==> config.mk <==
export PLATFORM = sky130hd
export DESIGN_NAME = pixel_mem_arbiter
export DESIGN_NICKNAME = d
export VERILOG_FILES = /design/src/rtl/pixel_mem_arbiter.sv
export SDC_FILE = /design/constraint.sdc
export NUM_CORES = 1
export LEC_CHECK = 0
export CAP_MARGIN = 25
export CORE_UTILIZATION = 29
export CTS_CLUSTER_DIAMETER = 40
export DETAILED_ROUTE_END_ITERATION = 16
export MAX_ROUTING_LAYER = met4
export PLACE_DENSITY = 0.77
export SETUP_SLACK_MARGIN = 0.02
export SLEW_MARGIN = 15
export SYNTH_ARGS = -nofsm -noshare
export SYNTH_HDL_FRONTEND = slang
export SYNTH_SLANG_ARGS = --single-unit
==> constraint.sdc <==
create_clock -name clk -period 2 [get_ports clk]
set_input_delay 0.5 -clock clk [delete_from_list [all_inputs] [get_ports clk]]
set_output_delay 0.5 -clock clk [all_outputs]
set_load 0.005 [all_outputs]
==> src/rtl/pixel_mem_arbiter.sv <==
`timescale 1ns/1ps
`default_nettype none
// +--------------------------------------------------------------------------+
// | pixel_mem_arbiter                                                        |
// | Round-robin burst arbiter for port A of the pixel memory (R1 loader,     |
// | R2 processor) with tagged read-data return through the memory latency.   |
// | Option: `define PIXEL_ARB_FIXED_PRIO_EN for fixed R1 priority.           |
// | Revision: 1.0                                                            |
// +--------------------------------------------------------------------------+
module pixel_mem_arbiter #(
    parameter int ADDR_W    = 10,
    parameter int DATA_W    = 8,
    parameter int READ_LAT  = 1,
    parameter int MAX_BURST = 16
) (
    input  logic              clk,
    input  logic              n_rst,
    input  logic              req_1,
    input  logic              we_1,
    input  logic [ADDR_W-1:0] addr_1,
    input  logic [DATA_W-1:0] wdata_1,
    output logic              gnt_1,
    output logic              rvalid_1,
    input  logic              req_2,
    input  logic              we_2,
    input  logic [ADDR_W-1:0] addr_2,
    input  logic [DATA_W-1:0] wdata_2,
    output logic              gnt_2,
    output logic              rvalid_2,
    output logic [DATA_W-1:0] rdata,
    output logic              mem_select,
    output logic [ADDR_W-1:0] mem_addr,
    output logic [DATA_W-1:0] mem_wdata,
    output logic              mem_wren,
    input  logic [DATA_W-1:0] mem_q
);

    localparam logic [1:0] c_IDLE = 2'd0;
    localparam logic [1:0] c_GNT1 = 2'd1;
    localparam logic [1:0] c_GNT2 = 2'd2;

    localparam int                 c_CNT_W    = $clog2(MAX_BURST);
    localparam logic [c_CNT_W-1:0] c_CNT_LAST = c_CNT_W'(MAX_BURST - 1);

    logic [1:0]         r_state, w_next_state;
    logic               r_last_r2, w_next_last_r2;
    logic [c_CNT_W-1:0] r_burst_cnt, w_next_burst_cnt;
    logic               r_gnt_1, r_gnt_2;
    logic               w_beat_1, w_beat_2, w_burst_done;
    logic               w_r1_wins_tie, w_limit_1;
    logic               w_rd_push, w_rd_tag;
    logic [READ_LAT-1:0] r_tag_v, r_tag_r2;

`ifdef PIXEL_ARB_FIXED_PRIO_EN
    assign w_r1_wins_tie = 1'b1;
    assign w_limit_1     = 1'b0;
`else
    assign w_r1_wins_tie = r_last_r2;
    assign w_limit_1     = 1'b1;
`endif

    assign w_beat_1     = (r_state == c_GNT1) & req_1;
    assign w_beat_2     = (r_state == c_GNT2) & req_2;
    assign w_burst_done = (w_beat_1 | w_beat_2) & (r_burst_cnt == c_CNT_LAST);

    // State register; grant flags are registered from the next state.
    always_ff @(posedge clk or negedge n_rst) begin
        if (!n_rst) begin
            r_state     <= c_IDLE;
            r_last_r2   <= 1'b1;
            r_burst_cnt <= '0;
            r_gnt_1     <= 1'b0;
            r_gnt_2     <= 1'b0;
        end else begin
            r_state     <= w_next_state;
            r_last_r2   <= w_next_last_r2;
            r_burst_cnt <= w_next_burst_cnt;
            r_gnt_1     <= (w_next_state == c_GNT1);
            r_gnt_2     <= (w_next_state == c_GNT2);
        end
    end

    always_comb begin
        w_next_state     = r_state;
        w_next_last_r2   = r_last_r2;
        w_next_burst_cnt = r_burst_cnt;
        case (r_state)
            c_IDLE: begin
                w_next_burst_cnt = '0;
                if (req_1 && (!req_2 || w_r1_wins_tie))
                    w_next_state = c_GNT1;
                else if (req_2)
                    w_next_state = c_GNT2;
            end
            c_GNT1: begin
                if (!req_1) begin
                    w_next_state     = req_2 ? c_GNT2 : c_IDLE;
                    w_next_last_r2   = 1'b0;
                    w_next_burst_cnt = '0;
                end else if (w_burst_done) begin
                    w_next_burst_cnt = '0;
                    if (w_limit_1 && req_2) begin
                        w_next_state   = c_GNT2;
                        w_next_last_r2 = 1'b0;
                    end
                end else begin
                    w_next_burst_cnt = r_burst_cnt + c_CNT_W'(1);
                end
            end
            c_GNT2: begin
                if (!req_2) begin
                    w_next_state     = req_1 ? c_GNT1 : c_IDLE;
                    w_next_last_r2   = 1'b1;
                    w_next_burst_cnt = '0;
                end else if (w_burst_done) begin
                    w_next_burst_cnt = '0;
                    if (req_1) begin
                        w_next_state   = c_GNT1;
                        w_next_last_r2 = 1'b1;
                    end
                end else begin
                    w_next_burst_cnt = r_burst_cnt + c_CNT_W'(1);
                end
            end
            default: w_next_state = c_IDLE;
        endcase
    end

    // Port A follows the granted requester; R1 drives it while idle.
    always_comb begin
        mem_addr  = addr_1;
        mem_wdata = wdata_1;
        mem_wren  = w_beat_1 & we_1;
        if (r_state == c_GNT2) begin
            mem_addr  = addr_2;
            mem_wdata = wdata_2;
            mem_wren  = w_beat_2 & we_2;
        end
    end

    assign gnt_1      = r_gnt_1;
    assign gnt_2      = r_gnt_2;
    assign mem_select = r_gnt_2;

    assign w_rd_push = (w_beat_1 & ~we_1) | (w_beat_2 & ~we_2);
    assign w_rd_tag  = w_beat_2;

    generate
        if (READ_LAT == 1) begin : g_tag_lat1
            always_ff @(posedge clk or negedge n_rst) begin
                if (!n_rst) begin
                    r_tag_v  <= '0;
                    r_tag_r2 <= '0;
                end else begin
                    r_tag_v  <= w_rd_push;
                    r_tag_r2 <= w_rd_tag;
                end
            end
        end else begin : g_tag_latn
            always_ff @(posedge clk or negedge n_rst) begin
                if (!n_rst) begin
                    r_tag_v  <= '0;
                    r_tag_r2 <= '0;
                end else begin
                    r_tag_v  <= {r_tag_v[READ_LAT-2:0], w_rd_push};
                    r_tag_r2 <= {r_tag_r2[READ_LAT-2:0], w_rd_tag};
                end
            end
        end
    endgenerate

    // mem_q is already the memory's registered output; the tag only qualifies it.
    assign rvalid_1 = r_tag_v[READ_LAT-1] & ~r_tag_r2[READ_LAT-1];
    assign rvalid_2 = r_tag_v[READ_LAT-1] &  r_tag_r2[READ_LAT-1];
    assign rdata    = r_tag_v[READ_LAT-1] ? mem_q : '0;

endmodule
`default_nettype wire
==> impl_metrics.yaml, run 1 <==
critical_path:
  start_kind: "flip-flop"
  crit_fanout: 8
  r2r-end: "gnt_1$_DFF_PN0_"
  worstSetupStartpoint: "r_state[0]$_DFF_PN0_"
  crit_path_end: "mem_addr[7]"
  r2r_start: "r_state[1]$_DFF_PN0_"
  worstPathRequired_ns: 1.50
  endpoint_kind: "output port"
  r2r_cells: 9
  arrival_ns: 1.61
  crit_type: "reg -> out"
  reg2reg_slack_ns: 0.03
placement:
  place.gp.congestion: 0.900
  dp.cells: 237
  portBuffers: 81
  placedInstanceArea_um2: 1920
  pre_cts_slack_ns: -0.292
  hpwl_um: 2800
clocking:
  tritoncts: "done"
  cts_buffers: 3
  cts_buffer_depth: 2
  cts.sinks: 11
  clock_latency_ns: 0.27
  ctsHoldBuffers: 0
  cts_htree_levels: 1
  clock-root-buffer: "clkbuf_4"
  clk_pin_slew_ns: 0.07
outcome:
  violations: "negative setup slack"
  outcome: "finished, violations left"
drt:
  drcViolationCount: 0
  wirelength_um: 4530
  drtIter0Drc: 37
  num_vias: 1253
  ant_nets: 0
  detail_route.wl_per_cell_um: 17.9
  dr.pass1.iters: 4
  viasPerCell: 4.95
yosys:
  syn_nets: 158
  synth_seq_cells: 11
  synth_area_leader_cell: "dfrtp_1"
  syn_area_um2: 973
  ys_warn_count: 0
  netlist_instances: 103
  synth_common_cells: "mux2_2, and2_1, dfrtp_1"
  async_reset_ff_frac: 1.00
  seq_area_frac_synth: 0.284
  syn_area_per_cell_um2: 9.45
  synthFlopType: "dfrtp_1"
  synth-edff-count: 0
  synth_most_common_cell: "mux2_2"
  synth_area_leaders: "dfrtp_1, mux2_2, and2_1"
  synth_top_area_share: 0.257
  synth.distinct_cells: 29
sta:
  skew_ns: 0.00588
  slew_headroom: 0.657
  setup_violations: 19
  finalCritPeriodShare: 1.05
  slew_violations: 0
  rsz0062_at_grt: "true"
  max_clock_freq_mhz: 475
  worst_pin_slew_ns: 0.513
  hold_viol: 0
  finalCriticalPeriod_ns: 2.11
  fin_tns_setup_ns: -1.02
  holdWs_ns: 0.522
  layout_setup_ws_ns: -0.106
min_path:
  hold_path_depth: 2
  hp-class: "reg -> reg"
global_route:
  grt_pass1_vias: 1130
  grt_overflow: 0
  antenna_found_initial: 0
  grt_usage: 0.217
  grt_max_degree: 12
  grt_pass1_wl_um: 5540
floorplanning:
  fp.dieW_um: 59.9
  start_util: 0.311
  rows: 20
  core_area_um2: 3130
  fp.dieH_um: 59.9
  io_pins: 82
  die-area_um2: 3590
power:
  p_per_area_nw_per_um2: 1060
  power_leakage_nw: 1.01
  max-vdd-ir-drop_uv: 532
  power.total_mw: 2.30
finish:
  finish.utilization: 0.696
  syn_to_final_growth_pct: 124
  fin_area_um2: 2180
  drive_gt1_frac: 0.407
  num_antenna_cells: 0
  fin_nets: 265
  nFillCells: 226
  final_cells: 253
run:
  max-cap-violations: 0
cells in the final DEF, fill, tap and decap left out, types with 3 or more instances in the layout:
cell | netlist | layout
clkbuf_2 | 0 | 8
ha_1 | 5 | 3
dlygate4sd2_1 | 0 | 8
nand2_1 | 6 | 5
a21oi_1 | 6 | 6
buf_4 | 2 | 18
dfrtp_1 | 10 | 8
inv_2 | 0 | 4
nor2_1 | 3 | 3
clkdlybuf4s50_1 | 0 | 54
mux2_4 | 0 | 16
clkbuf_4 | 0 | 3
and2_1 | 11 | 10
nand3_1 | 4 | 4
o21ai_0 | 6 | 6
buf_6 | 0 | 15
registers in the layout (all words and copies together) (netlist names):
register     flops
r_tag_r2         1
gnt_1            1
gnt_2            1
r_last_r2        1
r_state          2
r_tag_v          1
r_burst_cnt      4
timing repair:
action / in CTS / in global routing
setup buffers: 10 / 0
setup endpoints to repair: 28 / 22
pin swaps: 4 / 1
resized for setup: 93 / 33
gates cloned: 1 / 1
worst min-delay path by stage:
stage / endpoint / from / slack [ns]
floorplan: gnt_1$_DFF_PN0_ / n_rst / 0.20
global placement: r_burst_cnt[1]$_DFFE_PN0P_ / r_burst_cnt[1]$_DFFE_PN0P_ / 0.49
detailed placement: r_last_r2$_DFFE_PN1P_ / r_last_r2$_DFFE_PN1P_ / 0.51
CTS: r_last_r2$_DFFE_PN1P_ / r_last_r2$_DFFE_PN1P_ / 0.52
global route: r_burst_cnt[1]$_DFFE_PN0P_ / r_burst_cnt[1]$_DFFE_PN0P_ / 0.55
finish: r_burst_cnt[1]$_DFFE_PN0P_ / r_burst_cnt[1]$_DFFE_PN0P_ / 0.52
per-layer routing:
layer / vias up / track usage / part of all wire
met3: 12 / 0.0584 / 0.049
met4: 0 / 0.0332 / 0.028
met2: 43 / 0.403 / 0.57
met5: - / - / 0
li1: 584 / - / -
met1: 614 / 0.233 / 0.35
cell type report:
class	instances	area [µm²]	share of cell area
inverters	6	22.5	0.0103
well taps	44	55.1	0.0253
clock buffers	4	26.3	0.0121
multi-input cells	80	747	0.343
repair buffers	108	1050	0.481
flip-flops and latches	11	279	0.128
logic make-up after synthesis:
logic type	count (synthesis)	synth area share
AO/OA/AOI/OAI	23	0.165
adder cells (fa/ha/maj)	5	0.0643
buffers and inverters	12	0.0668
flip-flops	11	0.284
multiplexers	20	0.229
AND/OR/NAND/NOR	32	0.192
critical path, cell delays in order (launching register included):
cell and delay (ns):
dfrtp_1 0.39, inv_2 0.08, ha_4 0.20, buf_16 0.15, buf_6 0.09, mux2_4 0.30, buf_6 0.12
where the power goes:
group | switching, mW | leakage (nW) | internal, mW
sequential | 0.0537 | 0.142 | 0.300
clock | 0.0758 | 0.0150 | 0.0774
combinational | 0.699 | 0.855 | 1.09
total | 0.828 | 1.01 | 1.47
Note: power is estimated with default switching activity, not from simulation.
==> run 2, diff against run 1 <==
Settings changed: CELL_PAD_IN_SITES_DETAIL_PLACEMENT set to 0, CELL_PAD_IN_SITES_GLOBAL_PLACEMENT set to 1, CORE_ASPECT_RATIO set to 1.4, CORE_UTILIZATION 29 to 19, PLACE_DENSITY 0.77 to unset, PLACE_DENSITY_LB_ADDON set to 0.1.
==> run 2 against run 1 <==
Effect of this change: the flow still finishes with violations (negative setup slack); non-clock buffer count fell by 5; routed wire length fell by 12%; clock skew shrank 0.0050 ns; total power is 2.4% lower; largest cell class unchanged; design area fell by 0.75%; critical path depth did not move; count of clock-buffer cells in the layout shrank 1; flip-flop and latch count unchanged; combinational power decreased by 7%; clock power grew 53%.
==> impl_metrics.yaml, run 2 (synthesis results as in run 1) <==
outcome:
  outcome: "finished, violations left"
  violations: "negative setup slack"
drt:
  detail_route.wl_per_cell_um: 14.9
  drcViolationCount: 0
  viasPerCell: 4.48
  num_vias: 1201
  dr.pass1.iters: 4
  drtIter0Drc: 21
  wirelength_um: 3990
  ant_nets: 0
sta:
  layout_setup_ws_ns: -0.0496
  skew_ns: 0.000915
  slew_violations: 0
  finalCriticalPeriod_ns: 2.05
  worst_pin_slew_ns: 0.517
  setup_violations: 16
  max_clock_freq_mhz: 488
  hold_viol: 0
  fin_tns_setup_ns: -0.522
  rsz0062_at_grt: "true"
  slew_headroom: 0.654
  finalCritPeriodShare: 1.02
finish:
  multi_input_area_um2: 711
  fin_nets: 260
  finish.utilization: 0.443
  syn_to_final_growth_pct: 122
  fin_area_um2: 2160
  top_register: "r_burst_cnt"
  nFillCells: 471
  seq_area_um2: 278
  final_common_cell: "clkdlybuf4s50_1"
  num_antenna_cells: 0
  mostFrequentLayoutCells: "clkdlybuf4s50_1, buf_6, buf_4"
  reg_top3: "r_burst_cnt (4), r_state (2)"
  drive_gt1_frac: 0.368
  final_cells: 268
  largest_reg_flops: 4
placement:
  portBuffers: 81
  dp.cells: 256
  place.gp.congestion: 0.818
  placedInstanceArea_um2: 1940
  hpwl_um: 3080
power:
  p_int_mw: 1.48
  power.total_mw: 2.24
  max-vdd-ir-drop_uv: 426
  power_leakage_nw: 0.986
  share_comb_of_total_power: 0.739
  clkPwrFrac: 0.104
  netSwitchingFraction: 0.340
  p_seq_frac: 0.157
  switchingPower_mw: 0.762
  p_per_area_nw_per_um2: 1040
global_route:
  grt_max_degree: 13
  grt_usage: 0.157
  grt_pass1_wl_um: 6330
  antenna_found_initial: 0
  grt_overflow: 0
  grt_pass1_vias: 1296
critical_path:
  path_delay_family: "buffers and inverters"
  worstPathRequired_ns: 1.50
  crit_slowest_cell: "dfrtp_1"
  critPathMaxStageDelay_ns: 0.40
  start_kind: "flip-flop"
  endpoint_kind: "output port"
  crit_type: "reg -> out"
  crit_buf_inv: 4
  reg2reg_slack_ns: 0.07
  crit_fanout: 5
  cp_cell_sequence: "inv_2 -> ha_4 -> buf_6 -> buf_16 -> mux2_4 -> buf_6"
  path_common_cell: "buf_6"
  arrival_ns: 1.55
floorplanning:
  core_area_um2: 4880
  fp.dieW_um: 62.5
  start_util: 0.199
  io_pins: 82
  die-area_um2: 5420
  fp.dieH_um: 86.7
  rows: 30
clocking:
  cts_buffer_depth: 2
  cts_buffers: 3
  cts_htree_levels: 1
  clock_latency_ns: 0.24
  cts.sinks: 11
  clock-root-buffer: "clkbuf_8"
  clk_pin_slew_ns: 0.05
  tritoncts: "done"
  ctsHoldBuffers: 0
run:
  max-cap-violations: 0
min_path:
  hp-class: "reg -> reg"
[run 2: changes by cell type in the layout (fill, tap and decap cells not counted), moves of 2 or more]
| cell | change |
|---|---|
| buf_12 | +2 |
| buf_2 | +4 |
| buf_4 | -2 |
| clkbuf_2 | -8 |
| clkbuf_4 | -3 |
| clkbuf_8 | +3 |
| inv_1 | +2 |
| inv_2 | -2 |
[run 2: repair_timing]
item / in CTS / in global routing
endpoints found under the setup margin: 27 / 23
pin swaps: 1 / 1
gates resized for setup: 104 / 22
buffers inserted: 5 / 3
cloned: 3 / 0
[run 2: worst reg2reg max path: cells and delay by family (launching register included)]
family          cells  cell delay, ns
flops               1            0.37
compound gates      2            0.45
fa+ha+maj           1            0.18
simple gates        2            0.20
buf+inv             6            0.65
[run 2: final timing paths]
check	from	end	depth (start not counted)
hold reg to reg	r_burst_cnt[1]$_DFFE_PN0P_	r_burst_cnt[1]$_DFFE_PN0P_	2
setup reg to reg	r_state[0]$_DFF_PN0_	gnt_1$_DFF_PN0_	11
hold / removal	r_burst_cnt[1]$_DFFE_PN0P_	r_burst_cnt[1]$_DFFE_PN0P_	2
max in group asynchronous	n_rst	r_state[1]$_DFF_PN0_	1
setup / recovery	r_state[0]$_DFF_PN0_	mem_addr[9]	6
min in group asynchronous	n_rst	gnt_1$_DFF_PN0_	1
[run 2: through the flow]
| stage | hold slack [ns] | worst slack [ns] |
|---|---|---|
| 2_1_floorplan | 0.204 | 0.0253 |
| 3_3_place_gp | 0.488 | -0.292 |
| 3_5_place_dp | 0.507 | -0.296 |
| 4_1_cts | 0.521 | -0.137 |
| 5_1_grt | 0.544 | -0.0884 |
| 6_report | 0.519 | -0.0496 |
[run 2: routing by layer]
layer  share of wire  global-route usage  wire (µm)
met1            0.32               0.132       1280
met2            0.59               0.327       2360
met3           0.058              0.0184        232
met4           0.029              0.0825        116
met5               0                   -          0
[run 2: cell type report]
cell class	count	share of cell area
sequential	11	0.129
tap	64	0.0371
clock inverter	1	0.00232
inverter	6	0.0104
clock buffer	3	0.0191
timing repair buffer	103	0.474
multi-input combinational	80	0.329
[run 2: power groups by stage]
| stage | Clock [mW] | Combinational, mW | Sequential, mW |
|---|---|---|---|
| 3_3_place_gp | 0 | 1.29 | 0.349 |
| 2_1_floorplan | 0 | 0.580 | 0.353 |
| 3_5_place_dp | 0 | 1.29 | 0.353 |
| 4_1_cts | 0.241 | 1.64 | 0.353 |
| 6_report | 0.234 | 1.66 | 0.352 |
| 5_1_grt | 0.250 | 1.78 | 0.363 |
